$ cat src/rtl/spi_pkg.sv
// Shared state encoding, default sizing and bit-order helpers for the SPI word shifter.
package spi_pkg;

  typedef enum logic [1:0] {LOCKOUT, IDLE, SHIFT, FULL} state_t;

  localparam int MAX_WIDTH     = 64;
  localparam int DEF_WIDTH     = 8;
  localparam int DEF_MAX_WORDS = 16;

  // Width of a counter running 0..n-1; never narrower than one bit.
  function automatic int cnt_w(input int n);
    return (n <= 2) ? 1 : $clog2(n);
  endfunction

  function automatic logic [MAX_WIDTH-1:0] bit_rev(input logic [MAX_WIDTH-1:0] v);
    logic [MAX_WIDTH-1:0] r;
    for (int i = 0; i < MAX_WIDTH; i++) begin
      r[i] = v[MAX_WIDTH-1-i];
    end
    return r;
  endfunction

endpackage

$ cat src/rtl/spi_shift_reg.sv
// Serial datapath: collects pico bits in wire order and serialises the tx word onto poci.
module spi_shift_reg
  import spi_pkg::*;
#(
  parameter int WIDTH     = DEF_WIDTH,
  parameter bit MSB_FIRST = 1'b1
) (
  input  logic             i_clk,
  input  logic             i_rst,
  input  logic             i_rx_shift,
  input  logic             i_pico,
  input  logic             i_tx_load,
  input  logic             i_tx_shift,
  input  logic             i_tx_first,
  input  logic             i_tx_en,
  input  logic [WIDTH-1:0] i_tx_word,
  output logic [WIDTH-1:0] o_rx_word,
  output logic             o_poci
);

  logic [WIDTH-2:0] r_rx_sh;
  logic [WIDTH-1:0] r_tx_sh;
  logic [WIDTH-1:0] w_rx_wire;
  logic [WIDTH-1:0] w_tx_wire;

  // Wire-order view: index WIDTH-1 is always the first bit on the wire.
  assign w_rx_wire = {r_rx_sh, i_pico};

  if (MSB_FIRST) begin : g_msb
    assign w_tx_wire = i_tx_word;
    assign o_rx_word = w_rx_wire;
  end else begin : g_lsb
    assign w_tx_wire = WIDTH'(bit_rev(MAX_WIDTH'(i_tx_word)) >> (MAX_WIDTH - WIDTH));
    assign o_rx_word = WIDTH'(bit_rev(MAX_WIDTH'(w_rx_wire)) >> (MAX_WIDTH - WIDTH));
  end

  always_ff @(posedge i_clk) begin
    if (i_rst) begin
      r_rx_sh <= '0;
      r_tx_sh <= '0;
    end else begin
      if (i_rx_shift) begin
        r_rx_sh <= w_rx_wire[WIDTH-2:0];
      end
      // The first bit goes out straight from tx_word, so only the rest is kept.
      if (i_tx_load) begin
        r_tx_sh <= {w_tx_wire[WIDTH-2:0], 1'b0};
      end else if (i_tx_shift) begin
        r_tx_sh <= {r_tx_sh[WIDTH-2:0], 1'b0};
      end
    end
  end

  always_comb begin
    o_poci = 1'b0;
    if (i_tx_en) begin
      o_poci = i_tx_first ? w_tx_wire[WIDTH-1] : r_tx_sh[WIDTH-1];
    end
  end

endmodule

$ cat src/rtl/spi_word_shifter.sv
// Full-duplex SPI word engine: framing FSM, bit/word counters, sticky error flags.
module spi_word_shifter
  import spi_pkg::*;
#(
  parameter int WIDTH     = DEF_WIDTH,
  parameter bit MSB_FIRST = 1'b1,
  parameter int MAX_WORDS = DEF_MAX_WORDS
) (
  input  logic                         spi_clk,
  input  logic                         rst,
  input  logic                         csb,
  input  logic                         pico,
  output logic                         poci,
  input  logic [WIDTH-1:0]             tx_word,
  output logic                         tx_ready,
  output logic [WIDTH-1:0]             rx_word,
  output logic                         rx_valid,
  output logic [$clog2(MAX_WORDS)-1:0] rx_index,
  output logic                         overflow,
  output logic                         frame_err
);

  localparam int BIT_CNT_W  = cnt_w(WIDTH);
  localparam int WORD_CNT_W = cnt_w(MAX_WORDS);
  localparam logic [BIT_CNT_W-1:0]  BIT_LAST  = BIT_CNT_W'(WIDTH - 1);
  localparam logic [WORD_CNT_W-1:0] WORD_LAST = WORD_CNT_W'(MAX_WORDS - 1);

  state_t                r_state;
  state_t                w_state_next;
  logic [BIT_CNT_W-1:0]  r_bit_cnt;
  logic [WORD_CNT_W-1:0] r_word_cnt;
  logic [WIDTH-1:0]      r_rx_word;
  logic [WORD_CNT_W-1:0] r_rx_index;
  logic                  r_rx_valid;
  logic                  r_tx_ready;
  logic                  r_overflow;
  logic                  r_frame_err;

  logic                  w_active;
  logic                  w_bit_first;
  logic                  w_sample;
  logic                  w_tx_load;
  logic                  w_tx_shift;
  logic                  w_complete;
  logic                  w_break;
  logic                  w_over;
  logic [WIDTH-1:0]      w_rx_word;

  always_ff @(posedge spi_clk) begin
    if (rst) begin
      r_state <= LOCKOUT;
    end else begin
      r_state <= w_state_next;
    end
  end

  always_comb begin
    w_state_next = r_state;
    case (r_state)
      LOCKOUT: if (csb)  w_state_next = IDLE;
      IDLE:    if (!csb) w_state_next = SHIFT;
      SHIFT: begin
        if (csb) begin
          w_state_next = IDLE;
        end else if (w_complete && (r_word_cnt == WORD_LAST)) begin
          w_state_next = FULL;
        end
      end
      FULL:    if (csb)  w_state_next = IDLE;
      default: w_state_next = LOCKOUT;
    endcase
  end

  always_comb begin
    w_active    = (r_state == IDLE) || (r_state == SHIFT);
    w_bit_first = (r_bit_cnt == '0);
    w_sample    = w_active && !csb;
    w_tx_load   = w_sample && w_bit_first;
    w_tx_shift  = w_sample && !w_bit_first;
    w_complete  = (r_state == SHIFT) && !csb && (r_bit_cnt == BIT_LAST);
    w_break     = (r_state == SHIFT) && csb && !w_bit_first;
    w_over      = (r_state == FULL) && !csb;
  end

  always_ff @(posedge spi_clk) begin
    if (rst) begin
      r_bit_cnt   <= '0;
      r_word_cnt  <= '0;
      r_rx_word   <= '0;
      r_rx_index  <= '0;
      r_rx_valid  <= 1'b0;
      r_tx_ready  <= 1'b0;
      r_overflow  <= 1'b0;
      r_frame_err <= 1'b0;
    end else begin
      r_rx_valid <= w_complete;
      r_tx_ready <= w_tx_load;
      if (w_complete) begin
        r_rx_word  <= w_rx_word;
        r_rx_index <= r_word_cnt;
      end
      if (csb) begin
        r_bit_cnt  <= '0;
        r_word_cnt <= '0;
      end else if (w_sample) begin
        if (w_complete) begin
          r_bit_cnt  <= '0;
          r_word_cnt <= r_word_cnt + 1'b1;
        end else begin
          r_bit_cnt <= r_bit_cnt + 1'b1;
        end
      end
      // A partial word is simply abandoned: rx_word keeps the last complete one.
      if (w_break) r_frame_err <= 1'b1;
      if (w_over)  r_overflow  <= 1'b1;
    end
  end

  spi_shift_reg #(
    .WIDTH     (WIDTH),
    .MSB_FIRST (MSB_FIRST)
  ) u_shift (
    .i_clk      (spi_clk),
    .i_rst      (rst),
    .i_rx_shift (w_sample),
    .i_pico     (pico),
    .i_tx_load  (w_tx_load),
    .i_tx_shift (w_tx_shift),
    .i_tx_first (w_bit_first),
    .i_tx_en    (w_active),
    .i_tx_word  (tx_word),
    .o_rx_word  (w_rx_word),
    .o_poci     (poci)
  );

  assign tx_ready  = r_tx_ready;
  assign rx_word   = r_rx_word;
  assign rx_valid  = r_rx_valid;
  assign rx_index  = r_rx_index;
  assign overflow  = r_overflow;
  assign frame_err = r_frame_err;

endmodule

$ cat config.mk
export PLATFORM = sky130hd
export DESIGN_NAME = spi_word_shifter
export DESIGN_NICKNAME = d
export VERILOG_FILES = /design/src/rtl/spi_pkg.sv /design/src/rtl/spi_shift_reg.sv /design/src/rtl/spi_word_shifter.sv
export SDC_FILE = /design/constraint.sdc
export NUM_CORES = 1
export LEC_CHECK = 0
export CORE_MARGIN = 3
export CORE_UTILIZATION = 52
export DETAILED_ROUTE_END_ITERATION = 7
export GPL_ROUTABILITY_DRIVEN = 1
export HOLD_SLACK_MARGIN = 0.08
export PLACE_DENSITY = 0.86
export SLEW_MARGIN = 30
export SYNTH_ARGS = -nofsm -noshare
export SYNTH_HDL_FRONTEND = slang
export SYNTH_HIERARCHICAL = 1
export SYNTH_SLANG_ARGS = --single-unit
export TNS_END_PERCENT = 1
$ cat constraint.sdc
create_clock -name spi_clk -period 2.2 [get_ports spi_clk]
set_input_delay 0.55 -clock spi_clk [delete_from_list [all_inputs] [get_ports spi_clk]]
set_output_delay 0.55 -clock spi_clk [all_outputs]
set_load 0.01 [all_outputs]
* After elaboration in Yosys (flattened, before gate mapping)
Index checks and enable logic that the tools add are counted.
W data, S select, Z words.
** Storage, ports and cells
- Flip-flop bits (word level) :: 39
- Bits in latches :: 0
- Memory bits (writable) :: 0
- Bits in read-only memories :: 0
- Input port bits :: 12
- Output and inout bits :: 17
- Word-level logic and storage cells :: 50
- Memories :: 0
** Cells by class
- $add $sub $neg :: 2
- Multipliers :: 0
- Div/mod/pow operators :: 0
- Order comparisons :: 0
- Equal/unequal tests :: 8
- Shift operators :: 0
- Multiplexer cells :: 10
- Bitwise operators :: 0
- Reductions and logical operators :: 19
** Operator list (count)
- $mux W8 :: 2
- $logic_and A1 B1 Y1 :: 9
- $mux W2 :: 4
- $pmux W2 S3 :: 1
- $add A4 B1 Y4 const B :: 1
- $eq A2 B2 Y1 const B :: 2
- $eq A4 B4 Y1 const B :: 1
- $reduce_or A2 Y1 :: 2
- $add A3 B1 Y3 const B :: 1
- $eq A3 B3 Y1 const B :: 1
- $logic_not A3 Y1 :: 1
- $mux W3 :: 1
- $ne A3 B3 Y1 const B :: 1
- $reduce_and A3 Y1 :: 1
- $eq A2 B1 Y1 const B :: 1
- $logic_not A1 Y1 :: 2
- $logic_not A2 Y1 :: 1
- $mux W1 :: 2
- $ne A2 B1 Y1 const B :: 1
- $ne A2 B2 Y1 const B :: 1
- $reduce_and A2 Y1 :: 1
- $reduce_bool A2 Y1 :: 1
- $logic_or A1 B1 Y1 :: 1

* Longest topological paths before layout
Gate-level depths: netlist (run 1).
- Depth after elaboration :: 7
- Gate-level depth with buffers :: 8
- Mapped depth without buffers :: 7

* By module
Netlist (run 1), hierarchy kept.
** Modules (own cells, without submodules)
- spi_word_shifter :: instances 1, cells an instance 133, area an instance 1113.6 µm², seq. area each 500.5 µm²
- spi_shift_reg :: instances 1, cells an instance 56, area an instance 591.8 µm², seq. area each 280.3 µm²

* Least setup slack after synthesis (run 1)
OpenSTA, ideal clock, no wires.
- Path type :: register -> register
- Start :: register r_state[0]
- End :: register u_shift.r_tx_sh[2]
- Setup time :: 0.086 ns
- Arrival time :: 1.708 ns
- Data required time :: 2.114 ns
- Slack :: 0.406 ns
- Stages on the path, launching flop included :: 8
- Path buffers :: 1
- Clock period less this slack :: 1.794 ns
- Cell sequence :: dfxtp_1 inv_1 ha_1 or2_1 buf_6 nor2_1 inv_1 a211oi_1
** Between the ends
- Cells in the longest elaborated chain, start to end :: 5
- Elaborated cells on any way between the ends :: 8
- Those cells by class :: 2 x eq/ne; 1 x mux; 5 x reduce/logical
** Ends and longest elaborated chain
- start: declaration :: line spi_word_shifter.sv:28 : state_t r_state;
- start signal: assignment :: line spi_word_shifter.sv:53 : r_state <= w_state_next;
- $eq A2 B1 Y1 / $eq A2 B2 Y1 (equally long branches) :: line spi_word_shifter.sv:75 : w_active = (r_state == IDLE) || (r_state == SHIFT);
- $logic_or A1 B1 Y1 * :: line spi_word_shifter.sv:75
- $logic_and A1 B1 Y1 * :: line spi_word_shifter.sv:77 : w_sample = w_active && !csb;
- $logic_and A1 B1 Y1 * :: line spi_word_shifter.sv:78 : w_tx_load = w_sample && w_bit_first;
- named net w_tx_load :: line spi_word_shifter.sv:42 : logic w_tx_load;
- $mux W8 / $reduce_bool A2 Y1 (equally long branches)
- end signal: assignment :: line spi_shift_reg.sv:47 : r_tx_sh <= {w_tx_wire[WIDTH-2:0], 1'b0};
- end signal: assignment :: line spi_shift_reg.sv:49 : r_tx_sh <= {r_tx_sh[WIDTH-2:0], 1'b0};
- end: declaration :: line spi_shift_reg.sv:22 : logic [WIDTH-1:0] r_tx_sh;
Mark *: on every way through the listed nets, which the timed path passes. The rest lies on a longest branch.
A chain may end at the register's enable or synchronous reset.

* Worst setup path after layout (run 1)
- Start :: register r_state[0]
- End :: output poci
** Between the ends
- Cells in the longest elaborated chain, start to end :: 3
- Elaborated cells on any way between the ends :: 4
- Those cells by class :: 2 x eq/ne; 1 x mux; 1 x reduce/logical
** Ends and longest elaborated chain
- $eq A2 B1 Y1 / $eq A2 B2 Y1 (equally long branches) :: line spi_word_shifter.sv:75
- $logic_or A1 B1 Y1 * :: line spi_word_shifter.sv:75
- named net w_active :: line spi_word_shifter.sv:39 : logic w_active;
- $mux W1 * :: line spi_shift_reg.sv:56 : if (i_tx_en) begin
- end: declaration :: line spi_word_shifter.sv:13 : output logic poci,
Marked as above.

==> reports/metrics.yaml, run 1 <==
grt_pass1_vias: 1193
crit_top_cell: "inv_1"
io_pins: 29
critPathBufInv: 3
internal-power_mw: 1.328
pwr-share-clk_pct: 25.9
synth_top_area_share_pct: 45.78
required_ns: 1.65
total_power_mw: 1.924
cts_num_sinks: 39
synthTopCellsByCount: "dfxtp_1, nand2_1, a21oi_1, mux2i_1, nor2_1"
async_flop_share_pct: 0
hold_viol: 0
ys_warn_count: 6
routed_wirelength_um: 3152
worstMarginPinSlew_ns: 0.3584
start_kind: "register"
reg2regPathDepth: 9
avgSynthCellArea_um2: 9.023
fin_crit_ns: 2.040
viasPerCell: 5.083
yosysMostFrequentCell: "dfxtp_1"
drtIter0Drc: 87
drcViolationCount: 0
gr-total-overflow: 0
ir_drop_uv: 553.5
ys_seq_area_share_pct: 45.78
rsz0062_at_grt: "no"
die_y_um: 63.27
fmax_mhz: 490.3
syn-cell-area_mm2: 0.001705
r2r-start: "r_state[0]"
fin_nets: 240
seq_power_share_pct: 43.4
dpl_cell_area_mm2: 0.002041
status: "complete, no violations"
postSynthCellCount: 189
min_path_type: "register to register"
synth_fp_nets: 208
grt_usage_pct: 17.06
setup_viol: 0
slowest_stage: "dfxtp_1"
place_hpwl_um: 2309
slew_headroom_pct: 76.11
cap_violations: 0
gp_congestion: 0.8363
grt_pass1_wl_um: 5361
switching_share_pct: 30.96
crit_start: "r_state[0]"
diodes: 0
end_kind: "primary output"
p_sw_uw: 595.7
path_max_fanout: 3
die_w_um: 63.27
arrival_ns: 1.49
layout_setup_ws_ns: 0.1604
core_area_mm2: 0.003103
row_count: 20
timing.rr.end: "u_shift/r_rx_sh[3]"
numPortBuffers: 28
synth_top_area_cell: "dfxtp_1"
pwr_density_cell_mw_per_mm2: 906.7
pre_cts_slack_ns: -0.06976
dieArea_mm2: 0.004002
finClkSkew_ns: 0.009463
ys_ff_latch: 39
cp_top_family: "flip-flops"
synthDistinctLibCells: 33
cts_root_buffer: "clkbuf_4"
synth_edf_count: 0
endpoint: "poci"
r2r_slack_ns: 0.23
fin_area_mm2: 0.002122
cts_made_buffers: 5
htreeDepth: 2
cts_tree: "done"
final-instance-count-excl-fill: 266
fin_crit_sh_pct: 92.71
synth-main-ff-cell: "dfxtp_1"
cts_buffer_depth: 2
slew_viol_final: 0
clkTransAtPathRegs_ns: 0.13
clk-insertion-delay-late_ns: 0.36
crit_cells: 5
firstDrtPassIters: 4
start_util_pct: 54.96
crit_type: "register to primary output"
placedCellCount: 258
power_frac_comb_pct: 30.7
wl_per_cell_um: 11.85
num_vias: 1352
ctsHoldBuffers: 0
antenna_found_initial: 0
synthTopCellsByArea: "dfxtp_1, mux2i_1, nand2_1, a21oi_1, ha_1"
antenna_left: 0
drive_gt1_share_pct: 11.71
cp_slowest_stage_delay_ns: 0.38
grt_max_degree: 29
p_leak_nw: 0.7729
crit_chain: "inv_1, ha_1, inv_1, nor2b_1, clkbuf_2"
area_growth_pct: 24.43
logic make-up after synthesis:
| group | share of synthesized area, % |
|---|---|
| muxes | 8.217 |
| AOI/OAI and AO/OA | 12.03 |
| adders and majority gates | 5.135 |
| buffers and inverters | 7.116 |
| and+or+nand+nor | 21.20 |
| DFF | 45.78 |
| xor gates and xnor gates | 0.5137 |
power by group through the flow:
stage | registers (mW) | clock network, mW | logic (mW)
after CTS | 0.833 | 0.507 | 0.595
after global routing | 0.843 | 0.546 | 0.649
final | 0.834 | 0.498 | 0.591
after global placement | 0.845 | 0 | 0.579
after detailed placement | 0.848 | 0 | 0.596
after floorplan | 0.838 | 0 | 0.411
metal layers:
metal | global-route usage, % | share of wire (%)
met2 | 28.72 | 48
met3 | 5.882 | 5.6
met5 | 0 | 0
met4 | 6.469 | 1.3
met1 | 19.93 | 45
metrics by stage:
stage	hold slack, ns	setup TNS (ns)	utilization [%]
floorplan	0.4312	0	-
global placement	0.4414	-0.06707	65.77
detailed placement	0.4486	-0.06976	65.77
CTS	0.4666	0	68.51
global route	0.4858	0	68.39
finish	0.4639	0	68.39
worst reg2reg max path, stage by stage, from the launching register on:
cell and delay [ns]:
dfxtp_1 0.38, inv_1 0.09, ha_1 0.32, buf_4 0.16, or2_1 0.29, buf_4 0.17
inv_1 0.09, buf_12 0.14, mux2i_1 0.19, nor2_1 0.05
how the worst min path moves through the flow:
stage / start / to / slack [ns] / cells after the start
after global placement: rx_word[7] / rx_word[7] / 0.44 / 2
after detailed placement: rx_word[1] / rx_word[1] / 0.45 / 2
after global routing: rx_word[1] / rx_word[1] / 0.49 / 2
after floorplan: u_shift/r_rx_sh[6] / rx_word[7] / 0.43 / 2
final: rx_word[1] / rx_word[1] / 0.46 / 2
after CTS: rx_word[1] / rx_word[1] / 0.47 / 2
cells in the final DEF (no fill, tap or decap), types with 2 or more instances in the layout:
master / n
clkbuf_4: 5
nor3_1: 2
nor2_1: 14
a211oi_1: 7
or3_1: 3
mux2i_1: 14
a21oi_1: 20
ha_1: 7
o21ai_0: 3
inv_1: 11
dfxtp_1: 37
dfxtp_2: 2
clkdlybuf4s50_1: 27
buf_4: 8
nand3_1: 4
nor2b_1: 7
nand2_1: 31
repair_timing:
item	4_1_cts	5_1_grt
setup buffers	0	0
pin swaps	0	0
setup endpoints to repair	1	1
endpoints found under the hold margin	0	0
resized for setup	3	2
registers in the layout (all words and copies together) (netlist names):
| register | cells |
|---|---|
| u_shift/r_rx_sh | 7 |
| r_state | 2 |
| overflow | 1 |
| r_bit_cnt | 3 |
| rx_index | 4 |
| rx_valid | 1 |
| rx_word | 8 |
| frame_err | 1 |
| r_word_cnt | 4 |
| tx_ready | 1 |
| u_shift/r_tx_sh | 7 |
final cells by class:
type,instances,area [um2]
fill,281,980.9
clock buffer,5,37.54
multi-input combinational,127,803.3
timing repair buffer,37,355.3
inverter,11,41.29
sequential,39,783.3
clock inverter,3,46.29
tap,44,55.05
Power figures use the tool's default switching activity.
==> run 2: changes to the inputs <==
- ABC_CLOCK_PERIOD_IN_PS: not set -> 2200
- CORE_UTILIZATION: 52 -> 60
- DONT_BUFFER_PORTS: not set -> 1
- PLACE_DENSITY: 0.86 -> 0.87
==> reports/metrics.yaml, run 2 (synthesized netlist as in run 1, its figures left out) <==
io_pins: 29  # unchanged
drcViolationCount: 0  # unchanged
cts_tree: "done"
layout_commonest_cell: "dfxtp_1"
fillers: 204  # -27%
setup_viol: 0  # unchanged
cts_buffer_depth: 2  # unchanged
hold_start: "rst"
drtIter0Drc: 50  # -43%
reg2regPathDepth: 6  # -3
diodes: 0  # unchanged
ir_drop_uv: 807.5  # +46%
holdPathEnd: "u_shift/r_tx_sh[1]"
grt_pass1_vias: 1173  # -1.7%
htreeDepth: 2  # unchanged
drive_gt1_share_pct: 9.677  # -2.0 points
worstMarginPinSlew_ns: 0.5755  # +0.2170 ns
num_vias: 1203  # -11%
r2r_slack_ns: 0.19  # -0.04 ns
viasPerCell: 5.569  # +9.6%
row_count: 18  # -10%
path_max_fanout: 6  # +3
placedCellCount: 208  # -19%
start_util_pct: 65.85  # +11 points
gr-total-overflow: 0  # unchanged
fin_nets: 204  # -15%
cts_made_buffers: 5  # unchanged
place_hpwl_um: 2129  # -7.8%
layout_setup_ws_ns: 0.1705  # +0.01007 ns
fmax_mhz: 492.7  # +0.50%
p_leak_nw: 0.6361  # -18%
cts_resized: 0  # -3
clk-insertion-delay-late_ns: 0.34  # -0.02 ns
multi_input_area_um2: 815.8  # +1.6%
pre_cts_slack_ns: 0.1442  # +0.2140 ns
cts_num_sinks: 39  # unchanged
wl_per_cell_um: 13.48  # +14%
pwr_density_cell_mw_per_mm2: 1008  # +11%
crit_type: "register to primary output"
timing.rr.end: "u_shift/r_rx_sh[6]"
area_growth_pct: 3.742
end_kind: "primary output"
antenna_found_initial: 0  # unchanged
r2r-start: "r_state[0]"
slew_headroom_pct: 61.52  # -15 points
hold_viol: 0  # unchanged
gp_congestion: 0.8998  # +7.6%
core_area_mm2: 0.002590  # -17%
routed_wirelength_um: 2912  # -7.6%
clkTransAtPathRegs_ns: 0.11  # -0.02 ns
tns_ns: 0  # unchanged
required_ns: 1.65  # about the same
dpl_cell_area_mm2: 0.001670  # -18%
start_kind: "register"
largest_register_ff_count: 8  # unchanged
grt_pass1_wl_um: 5195  # -3.1%
dieArea_mm2: 0.003518  # -12%
min_path_cells: 1  # -1
cap_violations: 0  # unchanged
grt_usage_pct: 19.56  # +2.5 points
fin_area_mm2: 0.001769  # -17%
final_cell_mix: "dfxtp_1, nand2_1, a21oi_1"
regArea_um2: 780.7  # -0.32%
numPortBuffers: 0  # -100%
firstDrtPassIters: 4  # unchanged
status: "complete, no violations"
ctsHoldBuffers: 0  # unchanged
die_w_um: 59.32  # -6.2%
rsz0062_at_grt: "no"
min_path_type: "input pin to register"
grt_max_degree: 35  # +21%
fin_crit_ns: 2.030  # -0.01007 ns
die_y_um: 59.32  # -6.2%
arrival_ns: 1.48  # about the same
slew_viol_final: 0  # unchanged
fin_crit_sh_pct: 92.25  # -0.46 points
final-instance-count-excl-fill: 216  # -19%
antenna_left: 0  # unchanged
post-cts-setup-buffer-count: 0  # unchanged
finClkSkew_ns: 0.004256  # -0.005207 ns
cts_root_buffer: "clkbuf_4"
## run 2: changes by cell type in the layout (fill, tap and decap cells not counted), sizes merged
cell           change
buf                -8
clkinvlp           -1
clkdlybuf4s50     -27
clkinv             +1
inv                -1
## run 2: final cells by class
| cell class | instances | share of cell area [%] |
|---|---|---|
| tap | 30 | 2.122 |
| multi-input combinational | 127 | 46.11 |
| clock inverter | 2 | 1.980 |
| inverter | 11 | 2.334 |
| clock buffer | 6 | 2.900 |
| timing repair buffer | 1 | 0.4243 |
| sequential | 39 | 44.13 |
## run 2: how the worst max path moves through the flow
stage / startpoint / end / slack [ns]
2_1_floorplan: r_state[0] / u_shift/r_tx_sh[2] / 0.41
3_3_place_gp: r_state[0] / u_shift/r_tx_sh[4] / 0.26
3_5_place_dp: r_state[0] / u_shift/r_tx_sh[3] / 0.14
4_1_cts: r_bit_cnt[0] / poci / 0.06
5_1_grt: r_state[0] / u_shift/r_tx_sh[5] / 0.05
6_report: r_state[0] / poci / 0.17
## run 2: power breakdown
group	switching (mW)	total, mW	internal (mW)
Sequential	0.0502	0.834	0.784
Combinational	0.252	0.455	0.203
Clock	0.226	0.494	0.268
## run 2: worst max-delay path, stage by stage, from the launching register on
cell and delay, ns:
dfxtp_1 0.38, inv_1 0.10, ha_1 0.37, inv_1 0.10, nor2b_2 0.19
## run 2: through the flow
step           hold slack, ns  utilization (%)  power [mW]
6_report               0.2570            68.31       1.784
5_1_grt                0.2140            68.31       1.903
4_1_cts                0.2376            67.83       1.782
3_5_place_dp           0.4397            64.49       1.287
3_3_place_gp           0.4390            64.49       1.262
2_1_floorplan          0.4312                -       1.249
## run 2: per-layer routing
metal	global-route usage, %	share of wire (%)	up-vias
li1	-	-	631
met1	24.02	45	536
met5	0	0	-
met3	7.843	7.2	7
met2	31.20	46	29
met4	6.149	1.3	0
